### src/rtl/uart_pkg.sv
// Shared definitions for the UART blocks: scheduler state encoding,
// default acceptance timeout and the baud-rate select codes.
package uart_pkg;

    typedef enum logic [1:0] {
        IDLE        = 2'd0,
        LOAD        = 2'd1,
        WAIT_ACCEPT = 2'd2,
        WAIT_DONE   = 2'd3
    } sched_state_t;

    localparam int DEFAULT_ACCEPT_TIMEOUT = 16;

    localparam logic [1:0] BAUD_SEL_9600   = 2'd0;
    localparam logic [1:0] BAUD_SEL_19200  = 2'd1;
    localparam logic [1:0] BAUD_SEL_57600  = 2'd2;
    localparam logic [1:0] BAUD_SEL_115200 = 2'd3;

endpackage

### src/rtl/uart_tx_scheduler_rr_arbiter.sv
// Combinational round-robin pick: first asserted request at or after the
// pointer, wrapping from NUM_REQ-1 back to 0.
module rr_arbiter #(
    parameter int NUM_REQ = 4,
    parameter int IDX_W   = 2
)(
    input  logic [NUM_REQ-1:0] i_req,
    input  logic [IDX_W-1:0]   i_ptr,
    output logic [NUM_REQ-1:0] o_grant,
    output logic [IDX_W-1:0]   o_idx,
    output logic               o_valid
);

    localparam int W1 = IDX_W + 1;

    logic [W1-1:0] w_cand;

    // Walk the offsets from farthest to nearest so the closest request to the pointer wins.
    always_comb begin
        o_grant = '0;
        o_idx   = '0;
        o_valid = 1'b0;
        w_cand  = '0;
        for (int k = NUM_REQ - 1; k >= 0; k--) begin
            w_cand = {1'b0, i_ptr} + W1'(k);
            if (w_cand >= W1'(NUM_REQ)) begin
                w_cand = w_cand - W1'(NUM_REQ);
            end
            if (i_req[w_cand[IDX_W-1:0]]) begin
                o_grant                     = '0;
                o_grant[w_cand[IDX_W-1:0]]  = 1'b1;
                o_idx                       = w_cand[IDX_W-1:0];
                o_valid                     = 1'b1;
            end
        end
    end

endmodule

### src/rtl/uart_tx_scheduler.sv
// Round-robin scheduler sharing one UART transmitter between NUM_REQ byte
// requesters: latch the granted byte, strobe Tx_WR, follow Tx_BUSY to the end
// of the frame, then rotate priority. Flags a transmitter that never accepts.
module uart_tx_scheduler
    import uart_pkg::*;
#(
    parameter int NUM_REQ        = 4,
    parameter int ACCEPT_TIMEOUT = DEFAULT_ACCEPT_TIMEOUT,
    parameter int TO_W           = 5,
    localparam int IDX_W         = (NUM_REQ > 1) ? $clog2(NUM_REQ) : 1
)(
    input  logic                   clock,
    input  logic                   reset,
    input  logic                   enable,
    input  logic [NUM_REQ-1:0]     req,
    input  logic [8*NUM_REQ-1:0]   req_data,
    output logic [NUM_REQ-1:0]     grant,
    output logic [7:0]             Tx_DATA,
    output logic                   Tx_WR,
    output logic                   Tx_EN,
    input  logic                   Tx_BUSY,
    output logic                   frame_done,
    output logic [IDX_W-1:0]       active_id,
    output logic                   tx_timeout
);

    sched_state_t        r_state;
    sched_state_t        w_nextState;

    logic [NUM_REQ-1:0]  r_grant;
    logic [7:0]          r_txData;
    logic [IDX_W-1:0]    r_activeId;
    logic [IDX_W-1:0]    r_ptr;
    logic [TO_W-1:0]     r_toCount;
    logic                r_frameDone;
    logic                r_txTimeout;

    logic [NUM_REQ-1:0]  w_arbGrant;
    logic [IDX_W-1:0]    w_arbIdx;
    logic                w_arbValid;
    logic [7:0]          w_selData;
    logic [IDX_W-1:0]    w_nextPtr;
    logic                w_takeGrant;
    logic                w_timeoutHit;
    logic                w_frameEnd;

    rr_arbiter #(
        .NUM_REQ (NUM_REQ),
        .IDX_W   (IDX_W)
    ) u_arbiter (
        .i_req   (req),
        .i_ptr   (r_ptr),
        .o_grant (w_arbGrant),
        .o_idx   (w_arbIdx),
        .o_valid (w_arbValid)
    );

    // Byte of whichever requester the arbiter is currently picking.
    always_comb begin
        w_selData = '0;
        for (int i = 0; i < NUM_REQ; i++) begin
            if (w_arbGrant[i]) begin
                w_selData = req_data[8*i +: 8];
            end
        end
    end

    // Priority moves to the requester just after the one served, modulo NUM_REQ.
    always_comb begin
        if (r_activeId == IDX_W'(NUM_REQ - 1)) begin
            w_nextPtr = '0;
        end else begin
            w_nextPtr = r_activeId + IDX_W'(1);
        end
    end

    // State register.
    always_ff @(posedge clock or negedge reset) begin
        if (!reset) begin
            r_state <= IDLE;
        end else begin
            r_state <= w_nextState;
        end
    end

    // Next-state logic; a started frame always runs to completion regardless of enable.
    always_comb begin
        w_nextState = r_state;
        case (r_state)
            IDLE:        if (enable && w_arbValid) w_nextState = LOAD;
            LOAD:        w_nextState = WAIT_ACCEPT;
            WAIT_ACCEPT: begin
                if (Tx_BUSY) begin
                    w_nextState = WAIT_DONE;
                end else if (w_timeoutHit) begin
                    w_nextState = IDLE;
                end
            end
            WAIT_DONE:   if (!Tx_BUSY) w_nextState = IDLE;
            default:     w_nextState = IDLE;
        endcase
    end

    // Output/event decode from the current state.
    always_comb begin
        w_takeGrant  = (r_state == IDLE) && enable && w_arbValid;
        Tx_WR        = (r_state == LOAD);
        w_timeoutHit = (r_state == WAIT_ACCEPT) && !Tx_BUSY &&
                       (r_toCount == TO_W'(ACCEPT_TIMEOUT - 1));
        w_frameEnd   = (r_state == WAIT_DONE) && !Tx_BUSY;
    end

    // Datapath registers: grant pulse, latched byte, pointer, timeout counter and flags.
    always_ff @(posedge clock or negedge reset) begin
        if (!reset) begin
            r_grant     <= '0;
            r_txData    <= '0;
            r_activeId  <= '0;
            r_ptr       <= '0;
            r_toCount   <= '0;
            r_frameDone <= 1'b0;
            r_txTimeout <= 1'b0;
        end else begin
            r_grant     <= w_takeGrant ? w_arbGrant : '0;
            r_frameDone <= w_frameEnd;
            if (w_takeGrant) begin
                r_txData   <= w_selData;
                r_activeId <= w_arbIdx;
            end
            if (r_state == LOAD) begin
                r_toCount <= '0;
            end else if ((r_state == WAIT_ACCEPT) && !Tx_BUSY) begin
                r_toCount <= r_toCount + TO_W'(1);
            end
            if (w_timeoutHit) begin
                r_txTimeout <= 1'b1;
            end
            if (w_timeoutHit || w_frameEnd) begin
                r_ptr <= w_nextPtr;
            end
        end
    end

    assign Tx_EN      = enable;
    assign grant      = r_grant;
    assign Tx_DATA    = r_txData;
    assign active_id  = r_activeId;
    assign frame_done = r_frameDone;
    assign tx_timeout = r_txTimeout;

endmodule

### config.mk
export PLATFORM = sky130hd
export DESIGN_NAME = uart_tx_scheduler
export DESIGN_NICKNAME = d
export VERILOG_FILES = /design/src/rtl/uart_pkg.sv /design/src/rtl/uart_tx_scheduler_rr_arbiter.sv /design/src/rtl/uart_tx_scheduler.sv
export SDC_FILE = /design/constraint.sdc
export NUM_CORES = 1
export LEC_CHECK = 0
export CORE_MARGIN = 2
export CORE_UTILIZATION = 47
export CTS_CLUSTER_DIAMETER = 50
export CTS_CLUSTER_SIZE = 30
export DETAILED_ROUTE_END_ITERATION = 10
export DONT_BUFFER_PORTS = 1
export GPL_TIMING_DRIVEN = 1
export SYNTH_ARGS = -nofsm -noshare
export SYNTH_HDL_FRONTEND = slang
export SYNTH_HIERARCHICAL = 1
export SYNTH_SLANG_ARGS = --single-unit
### constraint.sdc
create_clock -name clock -period 3.6 [get_ports clock]
set_input_delay 0.36 -clock clock [delete_from_list [all_inputs] [get_ports clock]]
set_output_delay 0.36 -clock clock [all_outputs]
set_load 0.01 [all_outputs]
Word-level counts from Yosys, hierarchy flattened
Index checks and enable logic that the tools add are counted.
- output and inout bits: 18
- flip-flop bits (word level): 25
- word-level logic and storage cells: 97
- equality and inequality tests: 8
- magnitude comparators: 12
- mux-type cells: 45
- add/sub/neg operators: 9
- reduce and logical (&&, ||, !) cells: 15
- operators by type and width (operator ; number):
    two-way mux 8 bit ; 4
    two-way mux 2 bit ; 13
    two-way mux 4 bit ; 5
    less-than comparator 2 x 3 -> 1 bit (second input constant) ; 4
    two-way mux 1 bit ; 12
    logical AND 1 bit ; 10
    two-way mux 5 bit ; 2
    greater-or-equal comparator 3 bit (second input constant) ; 3
    binary-select mux 1 bit (select 2 bit) ; 4
    demux 1 bit (select 2 bit) ; 4
    greater-or-equal comparator 2 x 1 -> 1 bit (second input constant) ; 4
    one-hot mux 2 bit (4 select lines) ; 1
    subtractor 2 x 1 -> 2 bit (second input constant) ; 4
    adder 2 x 2 -> 3 bit (second input constant) ; 2
    == test 2 bit (second input constant) ; 3
    adder 5 x 1 -> 5 bit (second input constant) ; 1
    == test 5 x 4 -> 1 bit (second input constant) ; 1
    inequality test 2 bit (second input constant) ; 2
    adder 2 x 1 -> 3 bit (second input constant) ; 1
    greater-or-equal comparator 2 x 3 -> 1 bit (second input constant) ; 1
    inequality test 3 bit (second input constant) ; 1
    AND reduction 3 bit ; 1
    adder 2 x 1 -> 2 bit (second input constant) ; 1
    == test 2 x 1 -> 1 bit (second input constant) ; 1
    other kinds (4) ; 4

Logic depth before layout (Yosys ltp)
- depth after elaboration: 15
- gate-level depth with buffers: 12
- mapped depth without buffers: 9

Hierarchy
The synthesis kept the hierarchy.
- modules (own cells, without submodules) (module ; cells an instance ; area an instance (um2) ; times used):
    uart_tx_scheduler ; 142 ; 1370.1 ; 1
    rr_arbiter ; 85 ; 683.2 ; 1

Worst setup path before layout
OpenSTA, ideal clock, no wires.
- path type: register to register
- start point: reg r_ptr[0]
- end point: reg r_txData[6], in the netlist Tx_DATA[6]
- library setup time: 65 ps
- cell stages (with the launch flop): 13
- path slack: 955 ps
- path buffers: 4
- arrival: 2580 ps
- required time: 3535 ps
- cells stage by stage: dfrtp_1 -> buf_6 -> inv_1 -> ha_1 -> buf_2 -> a21oi_1 -> nand2_1 -> a41oi_2 -> buf_2 -> buf_2 -> a21oi_1 -> a221oi_1 -> o22a_1
- RTL lines (element ; RTL line ; RTL):
    from (decl) ; uart_tx_scheduler.sv:33 ; logic [IDX_W-1:0] r_ptr;
    from (signal assigned) ; uart_tx_scheduler.sv:139 ; r_ptr <= w_nextPtr;
    adder 2 x 2 -> 3 bit ; uart_tx_scheduler_rr_arbiter.sv:25 ; w_cand = {1'b0, i_ptr} + W1'(k);
    greater-or-equal comparator 3 bit / subtractor 2 x 1 -> 2 bit (equally long branches) ; uart_tx_scheduler_rr_arbiter.sv:26, uart_tx_scheduler_rr_arbiter.sv:27 ;
    two-way mux 2 bit ; uart_tx_scheduler_rr_arbiter.sv:26 ; if (w_cand >= W1'(NUM_REQ)) begin
    less-than comparator 2 x 3 -> 1 bit (not written as such) / greater-or-equal comparator 2 x 1 -> 1 bit (equally long branches) ; uart_tx_scheduler_rr_arbiter.sv:31 ; o_grant[w_cand[IDX_W-1:0]] = 1'b1;
    logical AND 1 bit (not written as such) ; uart_tx_scheduler_rr_arbiter.sv:31 ;
    two-way mux 1 bit (not written as such) ; uart_tx_scheduler_rr_arbiter.sv:31 ;
    demux 1 bit (select 2 bit) ; -- ;
    two-way mux 4 bit (3 in a row) ; uart_tx_scheduler_rr_arbiter.sv:29 ; if (i_req[w_cand[IDX_W-1:0]]) begin
    two-way mux 4 bit * ; uart_tx_scheduler_rr_arbiter.sv:29 ;
    via w_arbGrant[2] ; uart_tx_scheduler.sv:38 ; logic [NUM_REQ-1:0] w_arbGrant;
    two-way mux 8 bit * (2 in a row) ; uart_tx_scheduler.sv:62 ; if (w_arbGrant[i]) begin
    to (signal assigned) ; uart_tx_scheduler.sv:127 ; r_txData <= w_selData;
    to (decl) ; uart_tx_scheduler.sv:31 ; logic [7:0] r_txData;
The timed path passes the listed nets; every way through them passes the cells marked *. The select of a mux whose other input is x is not followed.
A chain may end at the register's enable or synchronous reset.

Worst setup path after layout
- start point: reg r_ptr[1]
- end point: reg r_txData[2], in the netlist Tx_DATA[2]
- RTL lines (element ; RTL line):
    adder 2 x 2 -> 3 bit ; uart_tx_scheduler_rr_arbiter.sv:25
    greater-or-equal comparator 3 bit / subtractor 2 x 1 -> 2 bit (equally long branches) ; uart_tx_scheduler_rr_arbiter.sv:26, uart_tx_scheduler_rr_arbiter.sv:27
    two-way mux 2 bit ; uart_tx_scheduler_rr_arbiter.sv:26
    less-than comparator 2 x 3 -> 1 bit (not written as such) / greater-or-equal comparator 2 x 1 -> 1 bit (equally long branches) ; uart_tx_scheduler_rr_arbiter.sv:31
    logical AND 1 bit (not written as such) ; uart_tx_scheduler_rr_arbiter.sv:31
    two-way mux 1 bit (not written as such) ; uart_tx_scheduler_rr_arbiter.sv:31
    demux 1 bit (select 2 bit) ; --
    two-way mux 4 bit (3 in a row) ; uart_tx_scheduler_rr_arbiter.sv:29
    two-way mux 4 bit * ; uart_tx_scheduler_rr_arbiter.sv:29
    via w_arbGrant[1] ; uart_tx_scheduler.sv:38
    two-way mux 8 bit * (3 in a row) ; uart_tx_scheduler.sv:62
Marks and branches as above.

==> summary.txt <==
Run status
  • Status: complete, no violations

Hold path
  • Hold Path Class: in -> reg

Yosys
  • Async SR Flop Fraction: 100%
  • Syn avg cell area: 9.05 µm²
  • Commonest register cell after synthesis: dfrtp_1
  • Post-Syn Nets: about 280
  • Gate Count Post-Synth: 227
  • Synth Warn #: 6
  • Yosys cell types: 46
  • Sequential element share of the synthesized area: a little under a third
  • Largest area contributor in the netlist: dfrtp_1
  • Post-synth EDFFs: 0
  • Synth Cell Area: 2050 µm²
  • Largest cells by area after synthesis: dfrtp_1, ha_1, nand2_1
  • Top-area cell type share of the netlist area: between 30% and 40%
  • #FFs+latches synth: 25
  • Commonest cells in the netlist: dfrtp_1, nand2_1, inv_1, nor2_1, a21oi_1

Routing
  • WL met3: 349 µm
  • Residual DRC: 0
  • Met1 Wirelength: slightly above 2 mm
  • Per-cell routed wire length: 17.0 µm
  • Post-route ant nets: 0
  • Vias: 1,697
  • Drt via density: 6.26
  • DRT iter0 DRCs: 128
  • Highest metal used: met4
  • Drt first pass iters: 4
  • Routed wire length: roughly 4.6 mm
  • Wire length on met2: roughly 2.2 mm

GRT
  • Number of global-route vias before repair: 1,692
  • Largest net degree at the start of global routing: 26
  • Grt ovf: 0
  • First-pass GRT wire length: 7.94 mm
  • Overall Global Routing Usage: 19.7%
  • Initial antenna violation count: 0

Die
  • Initial Utilization: 47.8%
  • Area of the core: 4290 µm²
  • # IOs: a little under 60
  • Die Span X: between 70 and 80 µm
  • # rows: 24
  • Die area: 4910 µm²
  • Die Ht: ~70 µm

Critical path
  • Worst EP arrival: 3.18 ns
  • Worst path required time: 3.81 ns
  • Crit. End Element: flop
  • CP Launch Type: flop
  • Slowest-stage cell, CP: ha_1
  • Worst Path Max Fanout: 17
  • Worst-path cell chain: inv_1, ha_1, mux2i_1, o211ai_1, a41oi_2, a21oi_1, a221oi_1, o22a_1
  • Critical path type: reg -> reg
  • Largest stage delay, worst path: 0.60 ns

Pwr
  • Worst vdd rail ir drop: 418 µV
  • P_int: 1.00 mW
  • Reg power frac: 27.1%
  • Total power: between 1.5 and 2 mW
  • Power per standard cell area: just over 900 nW/µm²
  • Switching fraction of total power: 48.7%
  • Clock Power Share: 8.4%
  • Leakage: ~0.86 nW
  • Psw: 0.951 mW
  • Comb pwr share: around 65%

STA
  • Worst hold slack: 0.149 ns
  • Setup TNS: 0 ns
  • F_max: 337 MHz
  • Slew HR: 48.4%
  • Final hold vios: 0
  • RSZ-0062 raised after global routing: no
  • Final period utilization: 82.5%
  • Final WS setup: 0.631 ns
  • Setup Viol. Count Final: 0
  • Slew @ Worst Pin: 0.774 ns
  • Max Clock Skew: 0.00365 ns
  • Final worst path period need: 2.97 ns
  • Final Slew Violations: 0

Placement
  • DP Wirelength: 3.40 mm
  • Placed Area: 2020 µm²
  • Port Buf Inserts: 0
  • Dpl ws: 0.643 ns
  • Placed instance count: 265
  • Placer congestion estimate: ~0.85

CTS
  • CTS sink cnt: 25
  • Inserted Clock Buffers: 3
  • CTS root buffer: clkbuf_8
  • Reg clk slew, reported paths: roughly 0.09 ns
  • TritonCTS clock tree: built
  • Htree depth: 1
  • Post_cts resized: 0
  • Clock Path Buffers: 2
  • Worst skew pair latency: 0.26 ns
  • Post-CTS Setup Repair Bufs: 0

Run
  • Maximum Capacitance Violations: 0

Final layout
  • ANT cells: 0
  • # fillers: 393
  • Register Area: roughly 630 µm²
  • Area of the multi-input gates: 1230 µm²
  • Fin area: 2100 µm²
  • Share of post-route cells with drive strength above 1: between 10% and 20%
  • Final std cells w/o fill: 271
  • Layout Utilization: 48.9%
  • # nets final: 271
  • Area delta synth->final: 2.25%
==> flip-flops by register name (all words and copies together), names as in the netlist <==
register and cells:
r_toCount 5, active_id 2, r_ptr 2, frame_done 1, r_state 2, Tx_DATA 8
tx_timeout 1, grant 4
==> logic make-up (layout without fill, tap and decap cells) <==
logic type / count (synthesis) / count (layout) / synth area share (%)
flip-flops: 25 / 25 / 30.5
AND/OR/NAND/NOR: 79 / 79 / 19.9
buffers and inverters: 37 / 29 / 10.1
multiplexers: 14 / 14 / 9.32
adder cells (fa/ha/maj): 11 / 11 / 6.70
AO/OA/AOI/OAI: 61 / 61 / 23.5
==> layer usage <==
layer,vias to the layer above,GRT usage (%)
li1,799,-
met1,831,26.1
met2,63,32.4
met3,4,5.77
met4,0,3.63
met5,-,0
==> power by group through the flow <==
stage	logic (mW)	registers, mW	clock network [mW]
3_5_place_dp	1.25	0.534	0
2_1_floorplan	1.07	0.500	0
3_3_place_gp	1.20	0.532	0
4_1_cts	1.26	0.530	0.173
5_1_grt	1.42	0.547	0.184
6_report	1.26	0.530	0.164
==> worst paths after layout <==
| check | start | end | slack, ns | cells after the start |
|---|---|---|---|---|
| max | r_ptr[1] | Tx_DATA[2] | 0.63 | 8 |
| min | Tx_BUSY | frame_done | 0.15 | 1 |
| max reg2reg | r_ptr[1] | Tx_DATA[2] | 0.63 | 8 |
| min reg2reg | r_toCount[4] | r_toCount[4] | 0.53 | 1 |
| max in group asynchronous | reset | Tx_DATA[0] | 2.92 | 2 |
| min in group asynchronous | reset | active_id[0] | 0.52 | 2 |
==> timing repair <==
item                                    CTS  global route
endpoints found under the setup margin    0             0
hold buffers                              2             0
endpoints found under the hold margin    25             0
==> critical path, delay by kind of cell, from the launching register on <==
family,cells,cell delay [ns]
multiplexers,1,0.37
buffers and inverters,1,0.16
flip-flops,1,0.35
adder cells (fa/ha/maj),1,0.60
AO/OA/AOI/OAI,5,1.42
==> layout make-up <==
cell class / count / share of cell area [%]
clock buffers: 4 / 2.15
inverters: 18 / 3.22
multi-input cells: 165 / 58.5
flip-flops and latches: 25 / 29.8
well taps: 52 / 3.10
repair buffers: 7 / 3.22
==> layout by cell type (no fill, tap or decap), drive strengths merged, types with 2 or more instances in the layout <==
cell | netlist | final
nand3 | 5 | 5
a221oi | 9 | 9
nor3 | 5 | 5
o22a | 8 | 8
nand2b | 2 | 2
mux2i | 4 | 4
buf | 17 | 6
nor3b | 2 | 2
and2 | 4 | 4
inv | 18 | 18
a31oi | 4 | 4
mux2 | 9 | 9
nor2 | 20 | 20
o21ai | 5 | 5
nand2 | 26 | 26
clkbuf | 2 | 4
o211ai | 4 | 4
a41oi | 4 | 4
o2bb2ai | 4 | 4
o221ai | 3 | 3
ha | 11 | 11
a21oi | 15 | 15
a21o | 2 | 2
dfrtp | 25 | 25
nand3b | 9 | 9
Power figures use the tool's default switching activity.
